### config.mk
export PLATFORM = sky130hd
export DESIGN_NAME = ptpv2_ts_capture_mux
export DESIGN_NICKNAME = d
export VERILOG_FILES = /design/src/rtl/ptpv2_ts_capture_mux.sv
export SDC_FILE = /design/constraint.sdc
export NUM_CORES = 2
export LEC_CHECK = 0
export CORE_MARGIN = 2
export CORE_UTILIZATION = 60
export CTS_BUF_LIST = sky130_fd_sc_hd__clkbuf_4 sky130_fd_sc_hd__clkbuf_8
export DETAILED_ROUTE_END_ITERATION = 8
export GPL_TIMING_DRIVEN = 0
export PLACE_DENSITY = 0.9
export REMOVE_ABC_BUFFERS = 1
export SLEW_MARGIN = 20
export SYNTH_ARGS = -nofsm -noshare
export SYNTH_HDL_FRONTEND = slang
export SYNTH_SLANG_ARGS = --single-unit
### constraint.sdc
create_clock -name rtc_clk -period 19 [get_ports rtc_clk]
set_clock_uncertainty 0.2 [all_clocks]
set_input_delay 2.85 -clock rtc_clk [delete_from_list [all_inputs] [get_ports rtc_clk]]
set_output_delay 2.85 -clock rtc_clk [all_outputs]
set_load 0.02 [all_outputs]
### src/rtl/ptpv2_ts_capture_mux.sv
// ptpv2_ts_capture_mux
// Multi-channel PTP event-timestamp collector. Each MAC channel owns a
// one-entry pending slot that latches {dir, seq, rtc_ts} on its event strobe;
// a round-robin arbiter moves at most one pending slot per cycle into a
// first-word-fall-through FIFO that software drains. A level interrupt fires
// when occupancy reaches a programmable threshold.
// Optional build macro: PTPV2_TS_DROP_CNT_EN adds saturating per-channel
// drop counters on drop_cnt_o; without it drop_cnt_o is tied to zero.
module ptpv2_ts_capture_mux #(
    parameter  int NCH   = 4,
    parameter  int DEPTH = 16,
    parameter  int TS_W  = 80,
    parameter  int SEQ_W = 16,
    localparam int CH_W  = (NCH > 1) ? $clog2(NCH) : 1,
    localparam int AW    = $clog2(DEPTH),
    localparam int E_W   = CH_W + 1 + SEQ_W + TS_W
) (
    input  logic                 rtc_clk,
    input  logic                 rtc_rst,
    input  logic [NCH-1:0]       ch_en_i,
    input  logic [NCH-1:0]       cap_vld_i,
    input  logic [NCH-1:0]       cap_dir_i,
    input  logic [NCH*SEQ_W-1:0] cap_seq_i,
    input  logic [TS_W-1:0]      rtc_ts_i,
    input  logic                 rd_req_i,
    input  logic [AW:0]          int_thr_i,
    input  logic                 ovf_clr_i,
    output logic                 rd_vld_o,
    output logic [E_W-1:0]       rd_data_o,
    output logic [AW:0]          fifo_cnt_o,
    output logic                 int_ts_o,
    output logic [NCH-1:0]       ovf_o,
    output logic [NCH*8-1:0]     drop_cnt_o
);

    // ------------------------------------------------------------------
    // Pending slots
    // ------------------------------------------------------------------
    logic [NCH-1:0]   r_pend;
    logic [NCH-1:0]   r_sdir;
    logic [SEQ_W-1:0] r_sseq [NCH];
    logic [TS_W-1:0]  r_sts  [NCH];
    logic [NCH-1:0]   r_ovf;

    logic [NCH-1:0]   w_stb;
    logic [NCH-1:0]   w_gnt;
    logic [NCH-1:0]   w_drop;

    // ------------------------------------------------------------------
    // Arbiter / FIFO state
    // ------------------------------------------------------------------
    logic [CH_W-1:0]  r_rr;
    logic [E_W-1:0]   r_mem [DEPTH];
    logic [AW-1:0]    r_wptr;
    logic [AW-1:0]    r_rptr;
    logic [AW:0]      r_cnt;

    logic             w_full;
    logic             w_gnt_vld;
    logic [CH_W-1:0]  w_gnt_idx;
    logic [CH_W:0]    w_rr_inc;
    logic [CH_W-1:0]  w_rr_nxt;
    logic [E_W-1:0]   w_entry;
    logic             w_push;
    logic             w_pop;

    assign w_stb  = cap_vld_i & ch_en_i;
    // Grant eligibility uses the registered count only, so a pop in the
    // same cycle never opens room for a grant.
    assign w_full = (r_cnt == (AW+1)'(DEPTH));

    // Round-robin search starting at r_rr; first pending slot wins.
    always_comb begin
        logic [CH_W:0] v_sum;
        w_gnt_vld = 1'b0;
        w_gnt_idx = '0;
        v_sum     = '0;
        if (!w_full) begin
            for (int unsigned i = 0; i < NCH; i++) begin
                v_sum = {1'b0, r_rr} + (CH_W+1)'(i);
                if (v_sum >= (CH_W+1)'(NCH)) begin
                    v_sum = v_sum - (CH_W+1)'(NCH);
                end
                if (!w_gnt_vld && r_pend[v_sum[CH_W-1:0]]) begin
                    w_gnt_vld = 1'b1;
                    w_gnt_idx = v_sum[CH_W-1:0];
                end
            end
        end
    end

    // One-hot grant vector for the slot update logic.
    always_comb begin
        w_gnt = '0;
        if (w_gnt_vld) begin
            w_gnt[w_gnt_idx] = 1'b1;
        end
    end

    assign w_rr_inc = {1'b0, w_gnt_idx} + (CH_W+1)'(1);
    assign w_rr_nxt = (w_rr_inc >= (CH_W+1)'(NCH)) ? '0 : w_rr_inc[CH_W-1:0];

    assign w_entry  = {w_gnt_idx, r_sdir[w_gnt_idx], r_sseq[w_gnt_idx], r_sts[w_gnt_idx]};
    assign w_push   = w_gnt_vld;
    assign w_pop    = rd_req_i & (r_cnt != '0);

    // A strobe is dropped only when its slot stays occupied this cycle.
    assign w_drop   = w_stb & r_pend & ~w_gnt;

    genvar k;
    generate
        for (k = 0; k < NCH; k++) begin : g_slot
            // Slot k: load on strobe when empty or being granted, free on grant.
            always_ff @(posedge rtc_clk or posedge rtc_rst) begin
                if (rtc_rst) begin
                    r_pend[k] <= 1'b0;
                    r_sdir[k] <= 1'b0;
                    r_sseq[k] <= '0;
                    r_sts[k]  <= '0;
                end else if (w_stb[k] && (!r_pend[k] || w_gnt[k])) begin
                    r_pend[k] <= 1'b1;
                    r_sdir[k] <= cap_dir_i[k];
                    r_sseq[k] <= cap_seq_i[k*SEQ_W +: SEQ_W];
                    r_sts[k]  <= rtc_ts_i;
                end else if (w_gnt[k]) begin
                    r_pend[k] <= 1'b0;
                end
            end

            // Sticky overflow flag; a drop in the clear cycle keeps it set.
            always_ff @(posedge rtc_clk or posedge rtc_rst) begin
                if (rtc_rst) begin
                    r_ovf[k] <= 1'b0;
                end else if (w_drop[k]) begin
                    r_ovf[k] <= 1'b1;
                end else if (ovf_clr_i) begin
                    r_ovf[k] <= 1'b0;
                end
            end

`ifdef PTPV2_TS_DROP_CNT_EN
            logic [7:0] r_dcnt;

            // Saturating drop counter; clear with a same-cycle drop restarts at 1.
            always_ff @(posedge rtc_clk or posedge rtc_rst) begin
                if (rtc_rst) begin
                    r_dcnt <= '0;
                end else if (ovf_clr_i) begin
                    r_dcnt <= w_drop[k] ? 8'd1 : 8'd0;
                end else if (w_drop[k] && (r_dcnt != '1)) begin
                    r_dcnt <= r_dcnt + 8'd1;
                end
            end

            assign drop_cnt_o[k*8 +: 8] = r_dcnt;
`else
            assign drop_cnt_o[k*8 +: 8] = '0;
`endif
        end
    endgenerate

    // Round-robin pointer advances past the granted channel only.
    always_ff @(posedge rtc_clk or posedge rtc_rst) begin
        if (rtc_rst) begin
            r_rr <= '0;
        end else if (w_gnt_vld) begin
            r_rr <= w_rr_nxt;
        end
    end

    // FIFO storage; contents are don't-care while outside the valid window.
    always_ff @(posedge rtc_clk) begin
        if (w_push) begin
            r_mem[r_wptr] <= w_entry;
        end
    end

    // FIFO pointers and occupancy; pointers wrap naturally at DEPTH.
    always_ff @(posedge rtc_clk or posedge rtc_rst) begin
        if (rtc_rst) begin
            r_wptr <= '0;
            r_rptr <= '0;
            r_cnt  <= '0;
        end else begin
            if (w_push) begin
                r_wptr <= r_wptr + AW'(1);
            end
            if (w_pop) begin
                r_rptr <= r_rptr + AW'(1);
            end
            case ({w_push, w_pop})
                2'b10:   r_cnt <= r_cnt + (AW+1)'(1);
                2'b01:   r_cnt <= r_cnt - (AW+1)'(1);
                default: r_cnt <= r_cnt;
            endcase
        end
    end

    assign rd_vld_o   = (r_cnt != '0);
    assign rd_data_o  = rd_vld_o ? r_mem[r_rptr] : '0;
    assign fifo_cnt_o = r_cnt;
    assign int_ts_o   = (int_thr_i != '0) && (r_cnt >= int_thr_i);
    assign ovf_o      = r_ovf;

endmodule

==> results_tabular.tex <==
\begin{tabular}{lr}
\hline
Metric & Value \\
\hline
\multicolumn{2}{l}{\textbf{Status}} \\
Run status & finished clean \\
\multicolumn{2}{l}{\textbf{Synthesis}} \\
Synth Flop Type & edfxtp\_1 \\
Yosys warnings & 0 \\
Mean instance size in the synthesized netlist & 21.0 µm² \\
Fraction of synthesized cell area taken by the top area cell type & 60.2\% \\
Number of standard cells after synthesis & 3753 \\
Number of synthesized flops with an enable pin & 1584 \\
Most repeated cell in the gate-level netlist after synthesis & edfxtp\_1 \\
Synthesized area & 0.0790 mm² \\
Library cell with the largest summed area after synthesis & edfxtp\_1 \\
Top post-synthesis cells by area & edfxtp\_1, dfrtp\_1, mux4\_2, mux2i\_1, mux2\_2 \\
Synthesized flop and latch total & 1995 \\
Sequential area share after synthesis & $\sim$73\% \\
Fraction of registers with async set/reset & 20.6\% \\
Unique cell type count in the Yosys netlist & 41 \\
Synth cell count leaders & edfxtp\_1, mux2i\_1, dfrtp\_1 \\
\multicolumn{2}{l}{\textbf{Clock network}} \\
Clk sinks & around 2000 \\
Clock insertion delay at the later pin of the skew report & 1.03 ns \\
CTS tree & yes \\
Maximum buffer depth of the clock tree & 4 \\
Buffer cell driving the clock tree root & clkbuf\_8 \\
Maximum level of the CTS H-tree & 5 \\
Clock transition at the registers of the reported paths & 0.06 ns \\
CTS hold repair buffers & 0 \\
Post-CTS Setup Bufs & 0 \\
Total clock buffers created by CTS & between 300 and 400 \\
CTS resizes & 0 \\
\multicolumn{2}{l}{\textbf{Routing}} \\
Drt total wl & approximately 190000 µm \\
Number of routed nets with antenna violations & 0 \\
Via count of the routed design & 40300 \\
WL per Instance & 30.0 µm \\
Via count normalized by instance count & between 6 and 7 \\
Number of remaining DRC errors & 0 \\
Pre-antenna DRT Iters & 6 \\
DRT iter0 DRCs & $\sim$4900 \\
\multicolumn{2}{l}{\textbf{Floorplanning}} \\
Placement Rows & 133 \\
Top-Level Pins & 307 \\
Die area & 0.135 mm² \\
Initial core utilization & 60.3\% \\
Std-Cell Core Area & 0.131 mm² \\
Die Y-Extent & 367 µm \\
Horiz. Die Dim & 367 µm \\
\multicolumn{2}{l}{\textbf{Critical path}} \\
Crit path launch & r\_rptr[2] \\
Endpoint class of the critical path & output port \\
Start of the worst register-to-register path & fifo\_cnt\_o[1] \\
R2R setup slack & $\sim$14 ns \\
Maximum fanout along the worst path & 52 \\
Kind of start point of the critical path & flop \\
Data required time at the worst endpoint & $\sim$16 ns \\
Critical R2R Capture & r\_sseq[53] \\
Worst reg-to-reg path cell count & 13 \\
Type of the setup path with the least slack & reg2out \\
Data arrival time of the critical path & 4.91 ns \\
\multicolumn{2}{l}{\textbf{Worst hold path}} \\
Critical hold path startpoint & r\_sts[6] \\
Destination of the worst hold path & r\_sts[6] \\
Worst hold path type & reg2reg \\
Number of cells on the worst hold path & 1 \\
\multicolumn{2}{l}{\textbf{Finish}} \\
Total number of nets in the final design & around 4400 \\
\# fillers & 7242 \\
Area overhead of the layout relative to synthesis & 17.0\% \\
Share of final-layout standard cells stronger than drive strength 1 & 33.9\% \\
Number of standard cells in the layout, taps in and fillers out & 6253 \\
\multicolumn{2}{l}{\textbf{Timing}} \\
Worst slew margin & around a quarter \\
Worst-margin pin slew & 1.12 ns \\
Setup ws final & 11.04 ns \\
Maximum operating frequency & about 130 MHz \\
Final period util & 41.9\% \\
Count of pins over their slew limit & 0 \\
Final setup vio count & 0 \\
Post-Route Setup TNS & 0 ns \\
Final hold violations & 0 \\
Min Clock Period, post-route & around 8.0 ns \\
Setup repair after global routing missed its margin & no \\
\multicolumn{2}{l}{\textbf{Global routing}} \\
First-pass GRT wire length & between 200000 and 300000 µm \\
Vias in the first global route & 43000 \\
Initial antenna violation count & 9 \\
Aggregate global-route resource usage & 28.0\% \\
Global route overflow & 0 \\
Maximum number of pins on one net before global-route repair & approximately 110 \\
\multicolumn{2}{l}{\textbf{Placement}} \\
Placed cell count & 5683 \\
Half-perimeter wire length after detailed placement & around 110000 µm \\
Placer Congestion & 0.712 \\
Worst-case setup slack after placement & 11.26 ns \\
Count of input and output buffers & 274 \\
\multicolumn{2}{l}{\textbf{Flow run}} \\
Max-cap violations & 0 \\
\hline
\end{tabular}
area by class of cell:
| type | count | area, µm² | area share, % |
|---|---|---|---|
| tap | 1755 | 2200 | 2.38 |
| clock buffer | 458 | 5600 | 6.06 |
| antenna | 5 | 12.5 | 0.0135 |
| inverter | 18 | 101 | 0.110 |
| timing repair buffer | 385 | 5570 | 6.03 |
| clock inverter | 107 | 798 | 0.864 |
| multi-input combinational | 1530 | 20300 | 21.9 |
| sequential | 1995 | 57900 | 62.6 |
critical path, stage by stage (launching register included):
cell and delay [ns]:
dfrtp_4 0.76, buf_12 0.29, buf_16 0.29, buf_16 0.31, buf_16 0.31, buf_16 0.31
mux4_2 0.27, mux2i_1 0.07, o22ai_1 0.42, clkdlybuf4s50_1 0.70
through the flow:
step                utilization, %  cell area (µm²)  hold WS [ns]
floorplan                        -            77700         0.280
global placement              63.1            82700         0.288
detailed placement            65.4            85700         0.295
CTS                           70.3            92100         0.307
global route                  70.6            92400         0.315
finish                        70.6            92400         0.304
cell usage in the layout (no fill, tap or decap), types with 5 or more instances in the layout:
cell type        count
edfxtp_1          1584
dfrtp_1            408
mux2i_1            403
mux4_2             396
mux2_2             390
clkbuf_8           346
clkdlybuf4s50_1    274
clkbuf_4           112
o22ai_1            105
mux2i_2             87
buf_16              81
clkinv_1            58
conb_1              32
buf_12              30
clkinv_2            28
nand2_1             24
ha_1                18
inv_1               16
bufinv_16           12
and3_4               9
and2_4               8
o21ai_0              7
xnor2_1              6
xor2_1               6
diode_2              5
a21oi_1              5
clkinvlp_4           5
sequential cells by signal (all words and copies together) (netlist names):
signal	cells
r_sts	320
r_pend	4
fifo_cnt_o	5
r_mem	1584
r_wptr	4
r_sseq	64
r_sdir	4
r_rr	2
r_rptr	4
ovf_o	4
worst max path at each step:
| stage | depth (start not counted) | to | slack (ns) |
|---|---|---|---|
| global route | 9 | rd_data_o[93] | 10.71 |
| CTS | 9 | rd_data_o[93] | 10.91 |
| global placement | 4 | rd_data_o[8] | -7.52 |
| floorplan | 3 | rd_data_o[0] | -0.70 |
| finish | 9 | rd_data_o[61] | 11.04 |
| detailed placement | 8 | int_ts_o | 11.26 |
metal layers:
layer	part of all wire, %	global-route usage [%]	wire, µm	vias to the layer above
li1	-	-	-	16300
met2	51	46.6	96000	2514
met3	9.1	5.97	17100	446
met5	0.024	0	45	-
met1	36	36.8	68000	21000
met4	3.4	10.5	6290	8
cell families (layout without fill, tap and decap cells):
group                      count (synthesis)  in the layout  share of synthesized area (%)
xor gates and xnor gates                  12             12                          0.133
DFF                                     1995           1995                           73.3
buffers and inverters                    259            968                           1.77
and+or+nand+nor                           61             61                          0.410
adders and majority gates                 18             18                          0.285
other                                      1             37                        0.00475
muxes                                   1276           1276                           23.1
AOI/OAI and AO/OA                        131            131                           1.06
Power is not shown: default switching activity piles up to over one toggle a cycle in this logic, so the estimate is an artifact.
